## config.mk

```make
export PLATFORM = sky130hd
export DESIGN_NAME = rggen_axi4lite_bridge_flat
export DESIGN_NICKNAME = d
export VERILOG_FILES = /design/src/rtl/rggen_axi4lite_bridge_if.sv /design/src/rtl/rggen_axi4lite_bridge.sv /design/src/flat_wrapper.sv
export SDC_FILE = /design/constraint.sdc
export NUM_CORES = 1
export LEC_CHECK = 0
export CAP_MARGIN = 20
export CORE_ASPECT_RATIO = 1.4
export CORE_MARGIN = 5
export CORE_UTILIZATION = 47
export DETAILED_ROUTE_END_ITERATION = 16
export MAX_ROUTING_LAYER = met4
export PLACE_DENSITY = 0.85
export SYNTH_ARGS = -nofsm -noshare
export SYNTH_HDL_FRONTEND = slang
export SYNTH_SLANG_ARGS = --single-unit
export TNS_END_PERCENT = 50
```

## constraint.sdc

```tcl
create_clock -name clk -period 2.2 [get_ports clk]
set_input_delay 0.44 -clock clk [delete_from_list [all_inputs] [get_ports clk]]
set_output_delay 0.44 -clock clk [all_outputs]
set_load 0.01 [all_outputs]
```

## src/rtl/rggen_axi4lite_bridge_if.sv

```systemverilog
`default_nettype none
// +--------------------------------------------------------------------------+
// | rggen_bus_if : register bus between the AXI4-Lite bridge and splitter    |
// | direction: 1 = write, 0 = read; status: 00 OKAY, 10 SLVERR, 11 DECERR    |
// | Revision: 1.0                                                            |
// +--------------------------------------------------------------------------+
interface rggen_bus_if #(
  parameter int ADDRESS_WIDTH = 16,
  parameter int DATA_WIDTH    = 32
);
  logic                      request;
  logic [ADDRESS_WIDTH-1:0]  address;
  logic                      direction;
  logic [DATA_WIDTH-1:0]     write_data;
  logic [DATA_WIDTH/8-1:0]   write_strobe;
  logic                      done;
  logic                      write_done;
  logic                      read_done;
  logic [DATA_WIDTH-1:0]     read_data;
  logic [1:0]                status;

  modport master (
    output request, address, direction, write_data, write_strobe,
    input  done, write_done, read_done, read_data, status
  );

  modport slave (
    input  request, address, direction, write_data, write_strobe,
    output done, write_done, read_done, read_data, status
  );
endinterface
`default_nettype wire

```

## src/rtl/rggen_axi4lite_bridge.sv

```systemverilog
`default_nettype none
// +--------------------------------------------------------------------------+
// | rggen_axi4lite_bridge : AXI4-Lite slave to rggen_bus_if, one access at a |
// | time. Define RGGEN_AXI4LITE_WRITE_PRIORITY_EN for fixed write priority.  |
// | Revision: 1.0                                                            |
// +--------------------------------------------------------------------------+
module rggen_axi4lite_bridge #(
  parameter int ADDRESS_WIDTH = 16,
  parameter int DATA_WIDTH    = 32
) (
  input  logic                     clk,
  input  logic                     rst_n,
  input  logic                     awvalid,
  output logic                     awready,
  input  logic [ADDRESS_WIDTH-1:0] awaddr,
  input  logic [2:0]               awprot,
  input  logic                     wvalid,
  output logic                     wready,
  input  logic [DATA_WIDTH-1:0]    wdata,
  input  logic [DATA_WIDTH/8-1:0]  wstrb,
  output logic                     bvalid,
  input  logic                     bready,
  output logic [1:0]               bresp,
  input  logic                     arvalid,
  output logic                     arready,
  input  logic [ADDRESS_WIDTH-1:0] araddr,
  input  logic [2:0]               arprot,
  output logic                     rvalid,
  input  logic                     rready,
  output logic [DATA_WIDTH-1:0]    rdata,
  output logic [1:0]               rresp,
  rggen_bus_if.master              bus_if
);
  localparam int         STRB_WIDTH   = DATA_WIDTH / 8;
  localparam logic [1:0] IDLE         = 2'd0;
  localparam logic [1:0] ACCESS       = 2'd1;
  localparam logic [1:0] RESPONSE     = 2'd2;
  localparam logic       RGGEN_READ   = 1'b0;
  localparam logic       RGGEN_WRITE  = 1'b1;
  localparam logic [1:0] AXI_OKAY     = 2'b00;
  localparam logic [1:0] AXI_SLVERR   = 2'b10;
  localparam logic [1:0] AXI_DECERR   = 2'b11;

  logic [1:0]               state_q, state_d;
  logic                     ready_en_q, ready_en_d;
  logic                     aw_full_q, aw_full_d;
  logic [ADDRESS_WIDTH-1:0] aw_addr_q, aw_addr_d;
  logic                     w_full_q, w_full_d;
  logic [DATA_WIDTH-1:0]    w_data_q, w_data_d;
  logic [STRB_WIDTH-1:0]    w_strb_q, w_strb_d;
  logic                     request_q, request_d;
  logic [ADDRESS_WIDTH-1:0] address_q, address_d;
  logic                     direction_q, direction_d;
  logic [DATA_WIDTH-1:0]    write_data_q, write_data_d;
  logic [STRB_WIDTH-1:0]    write_strobe_q, write_strobe_d;
  logic [1:0]               resp_q, resp_d;
  logic [DATA_WIDTH-1:0]    rdata_q, rdata_d;
  logic                     write_pend, read_pend, grant_write, grant_read;
  logic [1:0]               axi_status;
  logic                     unused_inputs;
`ifndef RGGEN_AXI4LITE_WRITE_PRIORITY_EN
  logic                     last_write_q, last_write_d;
`endif

  assign unused_inputs = ^{awprot, arprot, bus_if.read_done, bus_if.write_done};

  always_comb begin
    write_pend = aw_full_q && w_full_q;
    read_pend  = ready_en_q && arvalid;
`ifdef RGGEN_AXI4LITE_WRITE_PRIORITY_EN
    grant_write = (state_q == IDLE) && write_pend;
    grant_read  = (state_q == IDLE) && read_pend && !write_pend;
`else
    // On a tie the type that did not win last time is granted
    grant_write = (state_q == IDLE) && write_pend && (!read_pend || !last_write_q);
    grant_read  = (state_q == IDLE) && read_pend && (!write_pend || last_write_q);
`endif
  end

  always_comb begin
    case (bus_if.status)
      2'b10:   axi_status = AXI_SLVERR;
      2'b11:   axi_status = AXI_DECERR;
      default: axi_status = AXI_OKAY;
    endcase
  end

  // ready_en keeps every ready low until the first edge after reset release
  assign awready = ready_en_q && !aw_full_q;
  assign wready  = ready_en_q && !w_full_q;
  assign arready = grant_read;
  assign bvalid  = (state_q == RESPONSE) && (direction_q == RGGEN_WRITE);
  assign rvalid  = (state_q == RESPONSE) && (direction_q == RGGEN_READ);
  assign bresp   = (direction_q == RGGEN_WRITE) ? resp_q : 2'b00;
  assign rresp   = (direction_q == RGGEN_READ)  ? resp_q : 2'b00;
  assign rdata   = rdata_q;

  assign bus_if.request      = request_q;
  assign bus_if.address      = address_q;
  assign bus_if.direction    = direction_q;
  assign bus_if.write_data   = write_data_q;
  assign bus_if.write_strobe = write_strobe_q;

  always_comb begin
    state_d        = state_q;
    ready_en_d     = 1'b1;
    aw_full_d      = aw_full_q;
    aw_addr_d      = aw_addr_q;
    w_full_d       = w_full_q;
    w_data_d       = w_data_q;
    w_strb_d       = w_strb_q;
    request_d      = request_q;
    address_d      = address_q;
    direction_d    = direction_q;
    write_data_d   = write_data_q;
    write_strobe_d = write_strobe_q;
    resp_d         = resp_q;
    rdata_d        = rdata_q;
`ifndef RGGEN_AXI4LITE_WRITE_PRIORITY_EN
    last_write_d   = last_write_q;
    if (grant_write)     last_write_d = 1'b1;
    else if (grant_read) last_write_d = 1'b0;
`endif

    if (awvalid && awready) begin
      aw_full_d = 1'b1;
      aw_addr_d = awaddr;
    end
    if (wvalid && wready) begin
      w_full_d = 1'b1;
      w_data_d = wdata;
      w_strb_d = wstrb;
    end

    case (state_q)
      IDLE: begin
        if (grant_write) begin
          request_d      = 1'b1;
          address_d      = aw_addr_q;
          direction_d    = RGGEN_WRITE;
          write_data_d   = w_data_q;
          write_strobe_d = w_strb_q;
          aw_full_d      = 1'b0;
          w_full_d       = 1'b0;
          state_d        = ACCESS;
        end else if (grant_read) begin
          request_d      = 1'b1;
          address_d      = araddr;
          direction_d    = RGGEN_READ;
          write_data_d   = '0;
          write_strobe_d = '0;
          state_d        = ACCESS;
        end
      end
      ACCESS: begin
        if (bus_if.done) begin
          request_d = 1'b0;
          resp_d    = axi_status;
          rdata_d   = (direction_q == RGGEN_WRITE) ? '0 : bus_if.read_data;
          state_d   = RESPONSE;
        end
      end
      RESPONSE: begin
        if ((direction_q == RGGEN_WRITE && bready) || (direction_q == RGGEN_READ && rready))
          state_d = IDLE;
      end
      default: state_d = IDLE;
    endcase
  end

  always_ff @(posedge clk or negedge rst_n) begin
    if (!rst_n) begin
      state_q        <= IDLE;
      ready_en_q     <= 1'b0;
      aw_full_q      <= 1'b0;
      aw_addr_q      <= '0;
      w_full_q       <= 1'b0;
      w_data_q       <= '0;
      w_strb_q       <= '0;
      request_q      <= 1'b0;
      address_q      <= '0;
      direction_q    <= RGGEN_READ;
      write_data_q   <= '0;
      write_strobe_q <= '0;
      resp_q         <= 2'b00;
      rdata_q        <= '0;
`ifndef RGGEN_AXI4LITE_WRITE_PRIORITY_EN
      last_write_q   <= 1'b0;
`endif
    end else begin
      state_q        <= state_d;
      ready_en_q     <= ready_en_d;
      aw_full_q      <= aw_full_d;
      aw_addr_q      <= aw_addr_d;
      w_full_q       <= w_full_d;
      w_data_q       <= w_data_d;
      w_strb_q       <= w_strb_d;
      request_q      <= request_d;
      address_q      <= address_d;
      direction_q    <= direction_d;
      write_data_q   <= write_data_d;
      write_strobe_q <= write_strobe_d;
      resp_q         <= resp_d;
      rdata_q        <= rdata_d;
`ifndef RGGEN_AXI4LITE_WRITE_PRIORITY_EN
      last_write_q   <= last_write_d;
`endif
    end
  end
endmodule
`default_nettype wire

```

## src/flat_wrapper.sv

```systemverilog
// flat-port wrapper written by rule: the top's interface ports become plain ports
module rggen_axi4lite_bridge_flat 
#(
  parameter int ADDRESS_WIDTH = 16,
  parameter int DATA_WIDTH    = 32
)
  (clk, rst_n, awvalid, awready, awaddr, awprot, wvalid, wready, wdata, wstrb, bvalid, bready, bresp, arvalid, arready, araddr, arprot, rvalid, rready, rdata, rresp, bus_if_request, bus_if_address, bus_if_direction, bus_if_write_data, bus_if_write_strobe, bus_if_done, bus_if_write_done, bus_if_read_done, bus_if_read_data, bus_if_status);
  rggen_bus_if #(.ADDRESS_WIDTH(ADDRESS_WIDTH), .DATA_WIDTH(DATA_WIDTH)) bus_if_i ();
  input  logic clk;
  input  logic rst_n;
  input  logic awvalid;
  output logic awready;
  input  logic [ADDRESS_WIDTH-1:0] awaddr;
  input  logic [2:0] awprot;
  input  logic wvalid;
  output logic wready;
  input  logic [DATA_WIDTH-1:0] wdata;
  input  logic [DATA_WIDTH/8-1:0] wstrb;
  output logic bvalid;
  input  logic bready;
  output logic [1:0] bresp;
  input  logic arvalid;
  output logic arready;
  input  logic [ADDRESS_WIDTH-1:0] araddr;
  input  logic [2:0] arprot;
  output logic rvalid;
  input  logic rready;
  output logic [DATA_WIDTH-1:0] rdata;
  output logic [1:0] rresp;
  output wire logic [$bits(bus_if_i.request)-1:0] bus_if_request;
  output wire logic [$bits(bus_if_i.address)-1:0] bus_if_address;
  output wire logic [$bits(bus_if_i.direction)-1:0] bus_if_direction;
  output wire logic [$bits(bus_if_i.write_data)-1:0] bus_if_write_data;
  output wire logic [$bits(bus_if_i.write_strobe)-1:0] bus_if_write_strobe;
  input wire logic [$bits(bus_if_i.done)-1:0] bus_if_done;
  input wire logic [$bits(bus_if_i.write_done)-1:0] bus_if_write_done;
  input wire logic [$bits(bus_if_i.read_done)-1:0] bus_if_read_done;
  input wire logic [$bits(bus_if_i.read_data)-1:0] bus_if_read_data;
  input wire logic [$bits(bus_if_i.status)-1:0] bus_if_status;
  assign bus_if_request = bus_if_i.request;
  assign bus_if_address = bus_if_i.address;
  assign bus_if_direction = bus_if_i.direction;
  assign bus_if_write_data = bus_if_i.write_data;
  assign bus_if_write_strobe = bus_if_i.write_strobe;
  assign bus_if_i.done = bus_if_done;
  assign bus_if_i.write_done = bus_if_write_done;
  assign bus_if_i.read_done = bus_if_read_done;
  assign bus_if_i.read_data = bus_if_read_data;
  assign bus_if_i.status = bus_if_status;
  rggen_axi4lite_bridge #(.ADDRESS_WIDTH(ADDRESS_WIDTH), .DATA_WIDTH(DATA_WIDTH)) u_core (.clk(clk), .rst_n(rst_n), .awvalid(awvalid), .awready(awready), .awaddr(awaddr), .awprot(awprot), .wvalid(wvalid), .wready(wready), .wdata(wdata), .wstrb(wstrb), .bvalid(bvalid), .bready(bready), .bresp(bresp), .arvalid(arvalid), .arready(arready), .araddr(araddr), .arprot(arprot), .rvalid(rvalid), .rready(rready), .rdata(rdata), .rresp(rresp), .bus_if(bus_if_i));
endmodule
```

# Word-level counts from Yosys, hierarchy flattened
# Index checks and enable logic that the tools add are counted.
# W data, S select, Z words.
# totals
register_bits	146
input_bits	118
output_inout_bits	95
word_cells	79
# op_classes
n_eq_ne	7
n_mux	27
bitwise_logic	1
reduce_logical	29
# ops
cell	count
$mux W32	3
$mux W16	2
$logic_and A1 B1 Y1	14
$mux W2	6
$mux W1	11
$mux W4	2
$eq A2 B2 Y1 const B	3
$pmux W2 S3	1
$reduce_and A3 Y1	2
$logic_not A1 Y1	5
$ne A2 B2 Y1 const B	2
$pmux W2 S2	1
$reduce_and A2 Y1	2
$reduce_bool A2 Y1	2
$logic_or A1 B1 Y1	3
$ne A3 B2 Y1 const B	1
$eq A2 B1 Y1 const B	1
$logic_not A2 Y1	1
$pmux W1 S2	1
$not A1 Y1	1

# Depth between registers and ports, before layout
# Gate-level depths: netlist of run 1.
# depth
depth_word	7
depth_mapped	5
mapped_depth_nobuf	3

# Least setup slack after synthesis of run 1
# Ideal clock, no wire load.
# synth_timing
kind	flip-flop to output port
startpoint	register u_core.state_q[1]
endpoint	output arready
arrival_ns	1.087
required_ns	1.760
slack_ns	0.673
path_stages_with_launch	5
path_buffers	2
path_cell_list	dfrtp_1 > nor2_2 > o2111a_1 > buf_6 > buf_8
# synth_between
elab_chain_cells	3
# synth_lines
item	line_no	text
from (decl)	rggen_axi4lite_bridge.sv:44	logic [1:0] state_q, state_d;
from (signal assigned)	rggen_axi4lite_bridge.sv:191	state_q <= state_d;
$logic_not A2 Y1	rggen_axi4lite_bridge.sv:76	grant_read = (state_q == IDLE) && read_pend && (!write_pend || last_write_q);
$logic_and A1 B1 Y1 (2 in series)	rggen_axi4lite_bridge.sv:76	
to (decl)	flat_wrapper.sv:23	output logic arready;
# Every way passes these cells.

# Worst setup path in the final report of run 1
# layout_timing
startpoint	register u_core.state_q[0]
endpoint	output bvalid
# layout_between
elab_chain_cells	2
# layout_lines
item	line_no	text
$eq A2 B2 Y1	rggen_axi4lite_bridge.sv:92	assign bvalid = (state_q == RESPONSE) && (direction_q == RGGEN_WRITE);
$logic_and A1 B1 Y1	rggen_axi4lite_bridge.sv:92	
to (decl)	flat_wrapper.sv:19	output logic bvalid;
# Every way passes these cells.

==> results of run 1 <==
-- critical path: stages (launching register included) --
cell             delay, ns
dfrtp_2               0.45
nand2b_1              0.19
nor2_1                0.11
clkdlybuf4s50_1       0.56
-- logic make-up (layout without fill, tap and decap cells) --
kind of cell	Yosys count	after routing	synth area share, %
and+or+nand+nor	88	88	6.70
muxes	54	54	10.8
buffers and inverters	29	250	3.13
AOI/OAI and AO/OA	109	109	14.5
DFF	146	146	64.8
other	1	2	0.0665
-- power by group --
| part | internal (uW) | switching (uW) | leakage (uW) |
|---|---|---|---|
| clock | 1580 | 1110 | 0.000270 |
| combinational | 2600 | 2070 | 0.00165 |
| sequential | 3930 | 721 | 0.00182 |
-- registers in the layout (all words and copies together) (netlist names), 2 cells and up --
| signal | flops |
|---|---|
| u_core.bus_if.write_data | 32 |
| u_core.rdata | 32 |
| u_core.w_data_q | 32 |
| u_core.aw_addr_q | 16 |
| u_core.bus_if.address | 16 |
| u_core.bus_if.write_strobe | 4 |
| u_core.w_strb_q | 4 |
| u_core.resp_q | 2 |
| u_core.state_q | 2 |
-- final cells by class --
cell class | count | area (sq um) | share of cell area, %
antenna | 1 | 2.50 | 0.0297
clock buffer | 19 | 443 | 5.25
clock inverter | 12 | 109 | 1.29
inverter | 1 | 3.75 | 0.0445
multi-input combinational | 252 | 1820 | 21.5
sequential | 146 | 3650 | 43.3
tap | 147 | 184 | 2.18
timing repair buffer | 218 | 2230 | 26.4
-- final timing paths --
kind	startpoint	to	slack [ns]	cells past startpoint
worst max-delay path	u_core.state_q[0]$_DFFE_PN0P_	bvalid	0.05	3
worst min-delay path	u_core.rdata[30]$_DFFE_PN0P_	u_core.rdata[30]$_DFFE_PN0P_	0.48	2
worst max register to register	u_core.state_q[0]$_DFFE_PN0P_	u_core.bus_if.write_data[14]$_DFFE_PN0P_	0.63	5
worst min register to register	u_core.rdata[30]$_DFFE_PN0P_	u_core.rdata[30]$_DFFE_PN0P_	0.48	2
max in group asynchronous	rst_n	u_core.rdata[26]$_DFFE_PN0P_	0.97	3
min in group asynchronous	rst_n	u_core.w_strb_q[0]$_DFFE_PN0P_	0.58	2
-- through the flow --
step	utilization, %	total power (uW)
6_report	71.4	12000
5_1_grt	71.4	12700
4_1_cts	71.4	12100
3_5_place_dp	66.6	9360
3_3_place_gp	66.6	9080
2_1_floorplan	-	6880
-- metal layers --
| layer | share of wire (%) | track usage [%] |
|---|---|---|
| met3 | 5.8 | 5.16 |
| met5 | 0 | - |
| met1 | 37 | 23.9 |
| met4 | 2.7 | 8.85 |
| met2 | 54 | 37.5 |
-- cells in the final DEF, fill, tap and decap left out, types with 3 or more instances in the layout --
cell / count
a21boi_0: 15
buf_4: 7
o21ai_0: 34
a22o_1: 36
dfrtp_1: 145
buf_12: 6
nand2_1: 70
clkbuf_16: 17
inv_6: 3
clkinv_2: 4
mux2_1: 41
a221o_1: 16
a21oi_1: 3
nor2_1: 4
clkdlybuf4s50_1: 201
mux2_2: 13
-- timing repair --
| action | in CTS | in global routing |
|---|---|---|
| endpoints found under the hold margin | 15 | 0 |
| endpoints found under the setup margin | 3 | 1 |
| hold buffers | 1 | 0 |
| resized for setup | 2 | 1 |
==> impl_results.md, run 1 <==
* Die W at around 100 microns
* Row cnt at 47
* DRT antenna net count at 0
* Root Driver: clkbuf_16
* Cells after DPL at around 760
* CTS tree: done
* Drt pass-1 iters at 4
* Initial Util at around 48%
* CP arrival at approximately 1.7 ns
* Worst vdd ir at approximately 670 uV
* RD Place Congestion at approximately 0.77
* Final net count at around 750
* Mapped Nets at around 550
* FILL cells at 797
* Insertion delay to the later sink of the worst-skew pair at just over 0.4 ns
* Post-synth top cells: dfrtp_1, nand2_1, mux2_1
* Port Buf Inserts at 204
* Register bit count reported by yosys at 146
* Req. time, crit path at ~1.8 ns
* Seq/Total Area, Yosys at between 60 and 70%
* Finished layout cell area at roughly 8400 sq um
* Drt total wl at about 15,000 microns
* Num CTS Buffers at 17
* Initial antenna violation count at 1
* Fin. Hold Viols at 0
* Synth cell types at 32
* WS Path Type: reg -> out
* Startpoint types: register
* First-pass GRT wire length at about 23,000 microns
* Hold Slack at between 0.4 and 0.5 ns
* Mapped Area at 5640 sq um
* Synth warn at 0
* DRC at 0
* EDFF count, synth at 0
* Setup_tns at 0 ns
* FFs w/ async S/R, synth at 100%
* Min-delay worst type: reg -> reg
* Minimum clock period at 2.15 ns
* Crit. End Element: primary output
* Place WS at about 0.055 ns
* Fin Clk Skew at around 0.011 ns
* Total of max-cap violations at 0
* CTS Sinks at 146
* Endpoints failing setup at 0
* Fin worst setup slack at between 0.04 and 0.05 ns
* Vias in the first global route at 4,605
* IO Count at 213
* DR vias/cell at 5.35
* Syn avg cell area at 13.2 sq um
* Post-Synthesis Cells at ~430
* Top FF cell, synth: dfrtp_1
* Ranking of synthesized cells by area: dfrtp_1, mux2_1, a22o_1
* Most common cell in the netlist: dfrtp_1
* Area grow syn2layout at 49.7%
* Yosys top cell area share at around 65%
* Remaining global-route overflow at 0
* PwrDens at roughly 1400 nW/um^2
* Synth area leader: dfrtp_1
* Max Fanout on Critical Path at 5
* RSZ-0062 raised after global routing: no
* Status: finished clean
* Clock Path Buffers at 2
* Initial drt markers at between 100 and 150
* Core area at 11,800 sq um
* Layout cells sized above 1 at under 10%
* Die Height at around 140 microns
* GRT Resource Usage Total at a little over a fifth
* Max-slew violations at 0
* H-Tree Depth at 4
* Max frequency at approximately 460 MHz
* Post-route insts no fill at a little under 800
* Leakage at approximately 0.0037 uW
* Largest net degree at the start of global routing at 70
* Die ar. at 14,300 sq um
* Post-DP HPWL at around 11,000 microns
* Clock Pin Slew Worst Setup and Hold Paths at around 0.060 ns
* Placed cell area at between 7000 and 8000 sq um
* Worst-margin pin slew at approximately 0.52 ns
* Post-CTS Setup Inserts at 0
* WL per Instance at around 19 microns
* Rel. slew slack at between 60% and 70%
* Via count at approximately 4,300
* Tcrit/Tclk final at a little over nine tenths
(Power assumes the default switching activity.)
==> inputs of run 2 (changes only) <==
Settings changed: CORE_UTILIZATION 47 to 50, DONT_BUFFER_PORTS set to 1, PLACE_DENSITY 0.85 to not set.
==> run 2 against run 1 <==
Compared with the run above:
- the flow now finishes with violations (negative hold slack)
- maximum frequency rose by 11%
- via count fell by 20%
- sequential power rose by 9.0%
- sequential share of layout area rose by 13 points
- global-route usage fell by 2.9 points
- setup slack improved by 0.21 ns
- hold slack got worse by 0.75 ns
- routed wire length fell by 19%
- utilization fell by 14 points
- clock power rose by 23%
- count of clock-buffer cells in the layout did not move
- highest routed layer unchanged
==> impl_results.md, run 2 (synthesis results as in run 1) <==
* Status: finished, violations left
* Failing checks: negative hold slack
* Max Fanout on Critical Path at 17
* CP arrival at 1.51 ns
* Delay-heaviest family, CP: flip-flops
* Rel. slew slack at a little under three fifths
* Die Height at about 140 microns
* Most frequent cells in the layout: dfrtp_1, nand2_1, mux2_1, a22o_1, o21ai_0
* Layout cells sized above 1 at 13.0%
* GRT Resource Usage Total at a little under a fifth
* Max-slew violations at 0
* Die W at around 100 microns
* Fin. Hold Viols at about 150
* Total of max-cap violations at 0
* Clock Pin Slew Worst Setup and Hold Paths at 0.06 ns
* Antenna diodes at 0
* Startpoint types: register
* CTS Sinks at around 150
* Worst-margin pin slew at ~0.65 ns
* WL per Instance at 20.9 microns
* PwrDens at ~1700 nW/um^2
* Clock Path Buffers at 2
* Leakage at 0.00296 uW
* Initial antenna violation count at 0
* Hold Slack at -0.273 ns
* Min-delay worst type: in -> async
* Largest net degree at the start of global routing at between 100 and 150
* Initial Util at slightly above 50%
* Slowest Stage Delay on Critical Path at between 0.4 and 0.5 ns
* WS Path Type: reg -> out
* DRC at 0
* Worst vdd ir at roughly 730 uV
* Max frequency at roughly 510 MHz
* Final net count at around 550
* DRT antenna net count at 0
* Req. time, crit path at approximately 1.8 ns
* RD Place Congestion at roughly 0.72
* Via count at between 3,000 and 4,000
* Num CTS Buffers at 17
* Fin Clk Skew at about 0.0085 ns
* Commonest non-fill, non-tap cell in the layout: dfrtp_1
* Drt total wl at roughly 12,000 microns
* Post-CTS Resized at 0
* DR vias/cell at 5.83
* Post-DP HPWL at 8050 microns
* H-Tree Depth at 4
* IO Count at approximately 210
* Tcrit/Tclk final at 88.5%
* Initial drt markers at ~150
* Slowest-stage cell, CP: dfrtp_1
* Minimum clock period at between 1.5 and 2 ns
* First-pass GRT wire length at a little under 20,000 microns
* Drt pass-1 iters at 4
* RSZ-0062 raised after global routing: no
* Crit. End Element: primary output
* Root Driver: clkbuf_16
* Buf/Inv on CP at 1
* CTS tree: done
* CP cell instances: nor2_2, o2111a_1, buf_4
* Port Buf Inserts at 0
* Remaining global-route overflow at 0
* Area grow syn2layout at 14.3%
* Core area at roughly 11,000 sq um
* Vias in the first global route at around 3,600
* Setup_tns at 0 ns
* Die ar. at between 10,000 and 15,000 sq um
* Insertion delay to the later sink of the worst-skew pair at 0.40 ns
* Row cnt at 46
* Post-CTS Setup Inserts at 0
* Endpoints failing setup at 0
-- run 2: cell types whose count changed in the layout (fill, tap and decap cells not counted), moves of 2 or more --
cell,change
clkdlybuf4s50_1,-201
bufinv_16,+6
buf_12,-3
clkinv_2,-3
inv_6,-3
clkinvlp_4,-2
-- run 2: worst paths after layout --
path / startpoint / endpoint / slack, ns / cells past startpoint
min in group clk: wdata[30] / u_core.w_data_q[30]$_DFFE_PN0P_ / 0.16 / 1
worst min-delay path: rst_n / u_core.bus_if.write_data[12]$_DFFE_PN0P_ / -0.27 / 0
max in group asynchronous: rst_n / u_core.rdata[31]$_DFFE_PN0P_ / 2.29 / 0
worst min register to register: u_core.w_data_q[21]$_DFFE_PN0P_ / u_core.w_data_q[21]$_DFFE_PN0P_ / 0.49 / 1
worst max-delay path: u_core.state_q[1]$_DFFE_PN0P_ / arready / 0.25 / 3
worst max register to register: u_core.state_q[1]$_DFFE_PN0P_ / u_core.rdata[10]$_DFFE_PN0P_ / 0.49 / 3
-- run 2: final cells by class --
class                           count  area, sq um
Clock inverter                     10          233
Timing Repair Buffer               10          113
Multi-Input combinational cell    252         1820
Sequential cell                   146         3650
Inverter                            1         3.75
Clock buffer                       19          443
Fill cell                         951         4720
Tap cell                          144          180
-- run 2: power by group --
group          switching [uW]  total [uW]  leakage, uW  internal (uW)
clock network            1040        3300     0.000329           2250
registers                1150        5070      0.00182           3920
logic                    1250        2470     0.000815           1220
-- run 2: metal layers --
| layer | global-route usage, % | up-vias | part of all wire [%] |
|---|---|---|---|
| met2 | 29.5 | 158 | 50 |
| met3 | 6.90 | 14 | 9.3 |
| met5 | - | - | 0 |
| met4 | 6.53 | 0 | 1.4 |
| li1 | - | 1512 | - |
| met1 | 22.7 | 1709 | 39 |
-- run 2: per-stage QoR --
stage                     setup WS, ns  utilization [%]  cell area [sq um]  cells  power, uW
after detailed placement         0.468             51.6               5770    553       7640
after global routing             0.163             57.7               6440    582      11500
after floorplan                  0.673                -               5640    427       6880
after global placement           0.530             51.6               5770    553       7480
final                            0.253             57.7               6440    582      10800
after CTS                        0.240             57.7               6440    582      11000
